<file path="config.mk">
export PLATFORM = sky130hd
export DESIGN_NAME = btpipe_traffic_engine
export DESIGN_NICKNAME = d
export VERILOG_FILES = /design/src/rtl/btpipe_traffic_pkg.sv /design/src/rtl/btpipe_pattern_gen.sv /design/src/rtl/btpipe_traffic_engine.sv
export SDC_FILE = /design/constraint.sdc
export NUM_CORES = 1
export LEC_CHECK = 0
export ABC_AREA = 1
export CAP_MARGIN = 20
export CELL_PAD_IN_SITES_DETAIL_PLACEMENT = 0
export CELL_PAD_IN_SITES_GLOBAL_PLACEMENT = 1
export CORE_ASPECT_RATIO = 1.1
export CORE_MARGIN = 1
export CORE_UTILIZATION = 23
export DETAILED_ROUTE_END_ITERATION = 16
export DONT_BUFFER_PORTS = 1
export GPL_ROUTABILITY_DRIVEN = 0
export PLACE_DENSITY = 0.56
export RECOVER_POWER = 50
export REMOVE_ABC_BUFFERS = 1
export SLEW_MARGIN = 20
export SYNTH_ARGS = -nofsm -noshare
export SYNTH_HDL_FRONTEND = slang
export SYNTH_SLANG_ARGS = --single-unit
</file>
<file path="constraint.sdc">
create_clock -name sys_clk -period 3.4 [get_ports sys_clk]
set_input_delay 1.02 -clock sys_clk [delete_from_list [all_inputs] [get_ports sys_clk]]
set_output_delay 1.02 -clock sys_clk [all_outputs]
set_load 0.02 [all_outputs]
</file>
<file path="src/rtl/btpipe_traffic_pkg.sv">
// Shared encodings and the LFSR step for the BTPipe traffic engine.
// Pure definitions; no timing or flow-control behaviour of its own.
package btpipe_traffic_pkg;
   localparam logic [1:0] MODE_CNT  = 2'd0;
   localparam logic [1:0] MODE_LFSR = 2'd1;
   localparam logic [1:0] MODE_ALT  = 2'd2;

   localparam logic [31:0] LFSR_POLY = 32'h8020_0003;
   localparam logic [31:0] ALT_A     = 32'hAAAA_AAAA;
   localparam logic [31:0] ALT_5     = 32'h5555_5555;

   // Galois form, shifting right: the bit falling out selects the feedback.
   function automatic logic [31:0] lfsr_step(input logic [31:0] s);
      lfsr_step = s[0] ? ((s >> 1) ^ LFSR_POLY) : (s >> 1);
   endfunction
endpackage

</file>
<file path="src/rtl/btpipe_pattern_gen.sv">
// Pattern source: registered word for the current index, one word per advance.
// Word updates the cycle after advance/load_mode; holds while advance is low.
module btpipe_pattern_gen
   import btpipe_traffic_pkg::*;
#(
   parameter int          DATA_W    = 128,
   parameter logic [31:0] LFSR_SEED = 32'h0000_0001
) (
   input  logic              sys_clk,
   input  logic              rstn,
   input  logic              clear,
   input  logic              load_mode,
   input  logic [1:0]        mode,
   input  logic              advance,
   output logic [DATA_W-1:0] word
);
   localparam int LANES = DATA_W / 32;

   logic [1:0]        mode_q, mode_n;
   logic [31:0]       cnt_q, cnt_n;
   logic [31:0]       lfsr_q, lfsr_n;
   logic              par_q, par_n;
   logic [31:0]       lane_s, lane_w;
   logic [DATA_W-1:0] word_n, word_rst;

   // All three pattern states advance together, so a mode change at load
   // time still lands on the correct index for the new pattern.
   always_comb begin
      mode_n = load_mode ? mode : mode_q;
      cnt_n  = cnt_q;
      lfsr_n = lfsr_q;
      par_n  = par_q;
      lane_s = lfsr_q;
      for (int i = 0; i < LANES; i++) lane_s = lfsr_step(lane_s);
      if (advance) begin
         cnt_n  = cnt_q + 32'(LANES);
         lfsr_n = lane_s;
         par_n  = !par_q;
      end
      word_n   = '0;
      word_rst = '0;
      lane_w   = lfsr_n;
      for (int i = 0; i < LANES; i++) begin
         word_rst[i*32 +: 32] = 32'(i);
         case (mode_n)
            MODE_LFSR: begin
               word_n[i*32 +: 32] = lane_w;
               lane_w = lfsr_step(lane_w);
            end
            MODE_ALT: word_n[i*32 +: 32] = par_n ? ALT_5 : ALT_A;
            default:  word_n[i*32 +: 32] = cnt_n + 32'(i);
         endcase
      end
   end

   always_ff @(posedge sys_clk) begin
      if (!rstn || clear) begin
         mode_q <= MODE_CNT;
         cnt_q  <= '0;
         lfsr_q <= LFSR_SEED;
         par_q  <= 1'b0;
         word   <= word_rst;
      end else begin
         mode_q <= mode_n;
         cnt_q  <= cnt_n;
         lfsr_q <= lfsr_n;
         par_q  <= par_n;
         word   <= word_n;
      end
   end
endmodule

</file>
<file path="src/rtl/btpipe_traffic_engine.sv">
// BTPipe traffic source (F2P write side) and checker (P2F read side) with status counters.
// Write enable is combinational from gen_full (no overflow); reads stop once len are issued; status is registered.
module btpipe_traffic_engine
   import btpipe_traffic_pkg::*;
#(
   parameter int          DATA_W    = 128,
   parameter int          CNT_W     = 32,
   parameter logic [31:0] LFSR_SEED = 32'h0000_0001
) (
   input  logic              sys_clk,
   input  logic              rstn,
   input  logic              cfg_clear,
   input  logic [1:0]        cfg_mode,
   input  logic [CNT_W-1:0]  cfg_len,
   input  logic              cfg_gen_en,
   input  logic              cfg_chk_en,
   output logic              gen_wr_en,
   output logic [DATA_W-1:0] gen_din,
   input  logic              gen_full,
   output logic              chk_rd_en,
   input  logic [DATA_W-1:0] chk_dout,
   input  logic              chk_valid,
   input  logic              chk_empty,
   output logic [CNT_W-1:0]  gen_count,
   output logic [CNT_W-1:0]  gen_cycles,
   output logic              gen_done,
   output logic [CNT_W-1:0]  chk_count,
   output logic [CNT_W-1:0]  chk_cycles,
   output logic [CNT_W-1:0]  err_count,
   output logic [CNT_W-1:0]  first_err_idx,
   output logic              chk_done
);
   localparam logic [1:0]       ST_IDLE = 2'd0;
   localparam logic [1:0]       ST_RUN  = 2'd1;
   localparam logic [1:0]       ST_DONE = 2'd2;
   localparam logic [CNT_W-1:0] ALL1    = '1;
   localparam logic [CNT_W-1:0] ONE     = CNT_W'(1);

   logic [1:0]        gen_state, chk_state;
   logic [CNT_W-1:0]  gen_len_q, chk_len_q, chk_issued;
   logic [CNT_W-1:0]  gen_inc, chk_inc;
   logic              gen_load, chk_load, chk_hit, chk_bad, chk_last, last_issued, cyc_run;
   logic [DATA_W-1:0] exp_word;

   assign gen_load  = (gen_state == ST_IDLE) && cfg_gen_en;
   assign gen_wr_en = (gen_state == ST_RUN) && cfg_gen_en && !gen_full;
   assign gen_inc   = gen_count + ONE;
   assign gen_done  = (gen_state == ST_DONE);

   always_ff @(posedge sys_clk) begin
      if (!rstn || cfg_clear) begin
         gen_state  <= ST_IDLE;
         gen_len_q  <= '0;
         gen_count  <= '0;
         gen_cycles <= '0;
      end else begin
         case (gen_state)
            ST_IDLE: if (cfg_gen_en) begin
               gen_state <= ST_RUN;
               gen_len_q <= cfg_len;
            end
            ST_RUN: begin
               gen_cycles <= gen_cycles + ONE;
               if (gen_wr_en) begin
                  gen_count <= gen_inc;
                  if ((gen_len_q != '0) && (gen_inc == gen_len_q)) gen_state <= ST_DONE;
               end
            end
            ST_DONE: if (!cfg_gen_en) gen_state <= ST_IDLE;
            default: gen_state <= ST_IDLE;
         endcase
      end
   end

   btpipe_pattern_gen #(.DATA_W(DATA_W), .LFSR_SEED(LFSR_SEED)) u_gen_pat (
      .sys_clk(sys_clk), .rstn(rstn), .clear(cfg_clear), .load_mode(gen_load),
      .mode(cfg_mode), .advance(gen_wr_en), .word(gen_din)
   );

   // Data returned while RUN is checked even if cfg_chk_en has since dropped.
   assign chk_load    = (chk_state == ST_IDLE) && cfg_chk_en;
   assign last_issued = (chk_len_q != '0) && (chk_issued == chk_len_q);
   assign chk_rd_en   = (chk_state == ST_RUN) && cfg_chk_en && !chk_empty && !last_issued;
   assign chk_hit     = chk_valid && (chk_state == ST_RUN);
   assign chk_bad     = chk_hit && (chk_dout != exp_word);
   assign chk_inc     = chk_count + ONE;
   assign chk_last    = (chk_len_q != '0) && (chk_inc == chk_len_q);
   assign chk_done    = (chk_state == ST_DONE);

   always_ff @(posedge sys_clk) begin
      if (!rstn || cfg_clear) begin
         chk_state     <= ST_IDLE;
         chk_len_q     <= '0;
         chk_issued    <= '0;
         chk_count     <= '0;
         chk_cycles    <= '0;
         err_count     <= '0;
         first_err_idx <= ALL1;
         cyc_run       <= 1'b0;
      end else begin
         if (chk_rd_en) chk_issued <= chk_issued + ONE;
         if (chk_hit || cyc_run) chk_cycles <= chk_cycles + ONE;
         if (chk_hit) begin
            chk_count <= chk_inc;
            cyc_run   <= !chk_last;
         end
         if (chk_bad) begin
            if (err_count != ALL1) err_count <= err_count + ONE;
            if (first_err_idx == ALL1) first_err_idx <= chk_count;
         end
         case (chk_state)
            ST_IDLE: if (cfg_chk_en) begin
               chk_state <= ST_RUN;
               chk_len_q <= cfg_len;
            end
            ST_RUN:  if (chk_hit && chk_last) chk_state <= ST_DONE;
            ST_DONE: if (!cfg_chk_en) chk_state <= ST_IDLE;
            default: chk_state <= ST_IDLE;
         endcase
      end
   end

   btpipe_pattern_gen #(.DATA_W(DATA_W), .LFSR_SEED(LFSR_SEED)) u_chk_pat (
      .sys_clk(sys_clk), .rstn(rstn), .clear(cfg_clear), .load_mode(chk_load),
      .mode(cfg_mode), .advance(chk_hit), .word(exp_word)
   );
endmodule

</file>
==> results of run 1 <==
logic make-up after synthesis:
kind of cell,Yosys count
and+or+nand+nor,2323
DFF,679
AOI/OAI and AO/OA,635
buffers and inverters,538
xor gates and xnor gates,276
muxes,22
adders and majority gates,12
layer usage:
layer  GRT usage (%)  wire length (um)
met1            21.1             53400
met2            31.1             62600
met3            4.84              8570
met4            4.60              2360
met5               0                93
power breakdown:
| part | total [mW] | internal, mW | leakage (nW) | switching, mW |
|---|---|---|---|---|
| Sequential | 8.28 | 8.09 | 5.49 | 0.195 |
| Clock | 9.63 | 5.59 | 1.44 | 4.04 |
| Combinational | 1.25 | 0.428 | 7.99 | 0.818 |
| Total | 19.2 | 14.1 | 14.9 | 5.05 |
critical path: stages, from the launching register on:
cell and delay [ps]:
dfxtp_1 390, inv_1 110, nand2_1 70, nand4_1 100, nor2_1 160, nand3_1 140
nor2_4 150, nand4_1 100, nand2_1 90, inv_1 70, buf_12 140
cell type report:
cell class,count,area [um2]
Multi-Input combinational cell,3268,16200
Fill cell,15163,99300
Timing Repair Buffer,150,1200
Clock inverter,51,608
Antenna cell,6,15.0
Inverter,377,1420
Tap cell,1800,2250
Sequential cell,679,13600
Clock buffer,107,2320
registers in the layout, indices dropped and copies added (netlist names):
name and cells:
u_gen_pat.par_q 1, err_count 32, chk_cycles 32, u_chk_pat.mode_q 2, gen_len_q 32, u_gen_pat.mode_q 2
first_err_idx 32, gen_count 32, u_chk_pat.cnt_q 30, chk_state 2, u_chk_pat.word 128, u_gen_pat.cnt_q 30
u_chk_pat.par_q 1, cyc_run 1, gen_state 2, chk_len_q 32, u_gen_pat.word 128, chk_count 32
gen_cycles 32, chk_issued 32, u_gen_pat.lfsr_q 32, u_chk_pat.lfsr_q 32
synth_stat cells (9+ instances only):
library cell	count
xor2_1	117
nor2_2	25
xnor2_1	157
a21oi_1	294
nand2_2	12
o21ai_1	9
buf_1	21
o21bai_1	9
clkbuf_1	124
nor4_1	43
or2_2	56
nand4_1	71
buf_2	11
ha_1	12
o21ai_0	280
o21a_1	18
o211ai_1	10
mux2i_1	22
nor3_1	109
dfxtp_1	679
nand3b_1	26
inv_1	363
nand3_1	249
nand2_1	1164
nor2_1	513
worst max-delay path by stage:
stage / startpoint / slack, ps / end
3_5_place_dp: cfg_gen_en / -80 / u_gen_pat.word[96]
3_3_place_gp: cfg_gen_en / -80 / u_gen_pat.word[97]
6_report: chk_len_q[19] / 170 / chk_rd_en
2_1_floorplan: cfg_clear / -8480 / u_chk_pat.word[48]
5_1_grt: chk_len_q[19] / 1 / chk_rd_en
4_1_cts: chk_len_q[22] / 4 / chk_rd_en
through the flow:
| step | power (mW) | instances | instance area [um2] |
|---|---|---|---|
| after floorplan | 9.16 | 4324 | 31300 |
| after global placement | 9.74 | 6274 | 34900 |
| after detailed placement | 9.73 | 6274 | 34900 |
| after CTS | 19.5 | 6432 | 37800 |
| after global routing | 19.9 | 6432 | 37600 |
| final | 19.2 | 6438 | 37600 |
==> key figures, run 1 <==
Setup path
  • Worst r2r dst: u_chk_pat.word[115]
  • Largest fanout on the critical path: 4
  • Crit. End Element: output pin
  • FF-to-FF path depth: 11
  • Critical Path Start Type: register
  • CP Class: reg -> out
  • R2R setup slack: 370 ps
  • Arr. time, crit path: 2210 ps
  • Worst R2R Start: chk_state[1]
  • Worst EP required: 2380 ps

Placed design
  • Dpl hpwl: 99.9 mm
  • Dpl ws: -80.9 ps
  • PortBufs: 0

STA
  • Fin. max-slew vios: 113
  • Worst relative slew slack: -22.9%
  • Final worst path period share: 94.9%
  • Post-route worst setup slack: 175 ps
  • Setup Viol. Count Final: 0
  • Worst slew pin tran: 1840 ps
  • Crit path time final: 3230 ps
  • Hold Violations, Final: 0
  • Worst hold margin: 474 ps
  • Setup TNS: 0 ps
  • RSZ-0062 raised after global routing: false
  • Fmax: 310 MHz
  • Clock Skews: 31.0 ps

Synthesis
  • Top FF cell, synth: dfxtp_1
  • Post-synthesis sequential area ratio: 42.6%
  • Post-synth top area share: 42.6%
  • Synth Area in Compound Gates: 10.4%
  • Yosys top cell by area: dfxtp_1
  • Xor/xnor share of the synthesized area: 7.66%
  • Mapped Area: 0.0319 mm2
  • Ys async rst share: 0%
  • Post-synthesis mux area share: 0.690%
  • Mean Syn Cell Area: 7.11 um2
  • YS warnings: 0
  • Post-Synth Simple-Gate Area: 31.8%
  • Largest family of logic cells by synthesized area: simple AND/OR/NAND/NOR gates
  • Adder-cell share of the synthesized area: 0.471%
  • Yosys reg bits: 679
  • Synthesized instance count: 4485
  • Largest cells by area after synthesis: dfxtp_1 43%, nand2_1 14%, nor2_1 6.0%
  • Library cells used by synthesis: 55
  • EDFF count, synth: 0

Power and ir drop
  • Leakage: 14.9 nW
  • VDD IR max: 0.362 mV
  • PD cells: 509 mW/mm2

Flow run
  • Max cap viols: 2

Floorplan
  • Area of the die: 0.140 mm2
  • Ports: 494
  • Core footprint: 0.137 mm2
  • Die Y: 393 um
  • Initial core utilization: 23.3%
  • Die Wd: 357 um
  • Rows: 142

Hold path
  • Worst hold path stage count: 2
  • Worst Hold End: chk_len_q[31]
  • Worst Hold Class: in -> reg
  • Hold Crit Start: cfg_len[31]

Clocking
  • CTS Buffer Depth: 3
  • Clk sink count: 679
  • H-tree levels: 3
  • CTS tree: yes
  • Resize count post-CTS: 3
  • Clk_lat worst skew: 710 ps
  • Hold Buf Count CTS: 0
  • Clk slew on worst S/H paths: 60 ps
  • Post-CTS setup buffer count: 0
  • Root Buffer Master: clkbuf_16
  • CTS Buf Count: 84

Finish
  • Most common cell after layout, fill and taps aside: nand2_1
  • Layout Nets: 4742
  • Most frequent cells in the layout: 1164 x nand2_1, 671 x dfxtp_1, 516 x nor2_1
  • Layout cell share with drive strength beyond 1: 8.94%
  • Final core utilization: 27.5%
  • Layout area overhead: 18.0%

GRT
  • GRT Util Overall: 17.7%
  • Gr ovfl total: 0
  • Number of global-route vias before repair: 28.6k
  • Initial antenna violation count: 11
  • Largest net degree at the start of global routing: 74
  • First-pass GRT wire length: 187 mm

Detailed routing
  • Final ANT Viol Nets: 0
  • Wire per inst: 19.7 um
  • First-pass DRT Iterations: 5
  • DRC viols: 0
  • Vias/cell: 4.47
  • Initial DRC Count: 1546
  • Final WL: 127 mm
  • Via count: 28.8k

Run status
  • Failing checks: max-capacitance violations, max-slew violations
  • Status: finished, violations left
Note: power is estimated with default switching activity, not from simulation.
==> run 2, diff against run 1 <==
- CORE_MARGIN: 1 -> unset
==> results of run 2 <==
No change in the layout: final DEF, timing and power equal those of run 1.
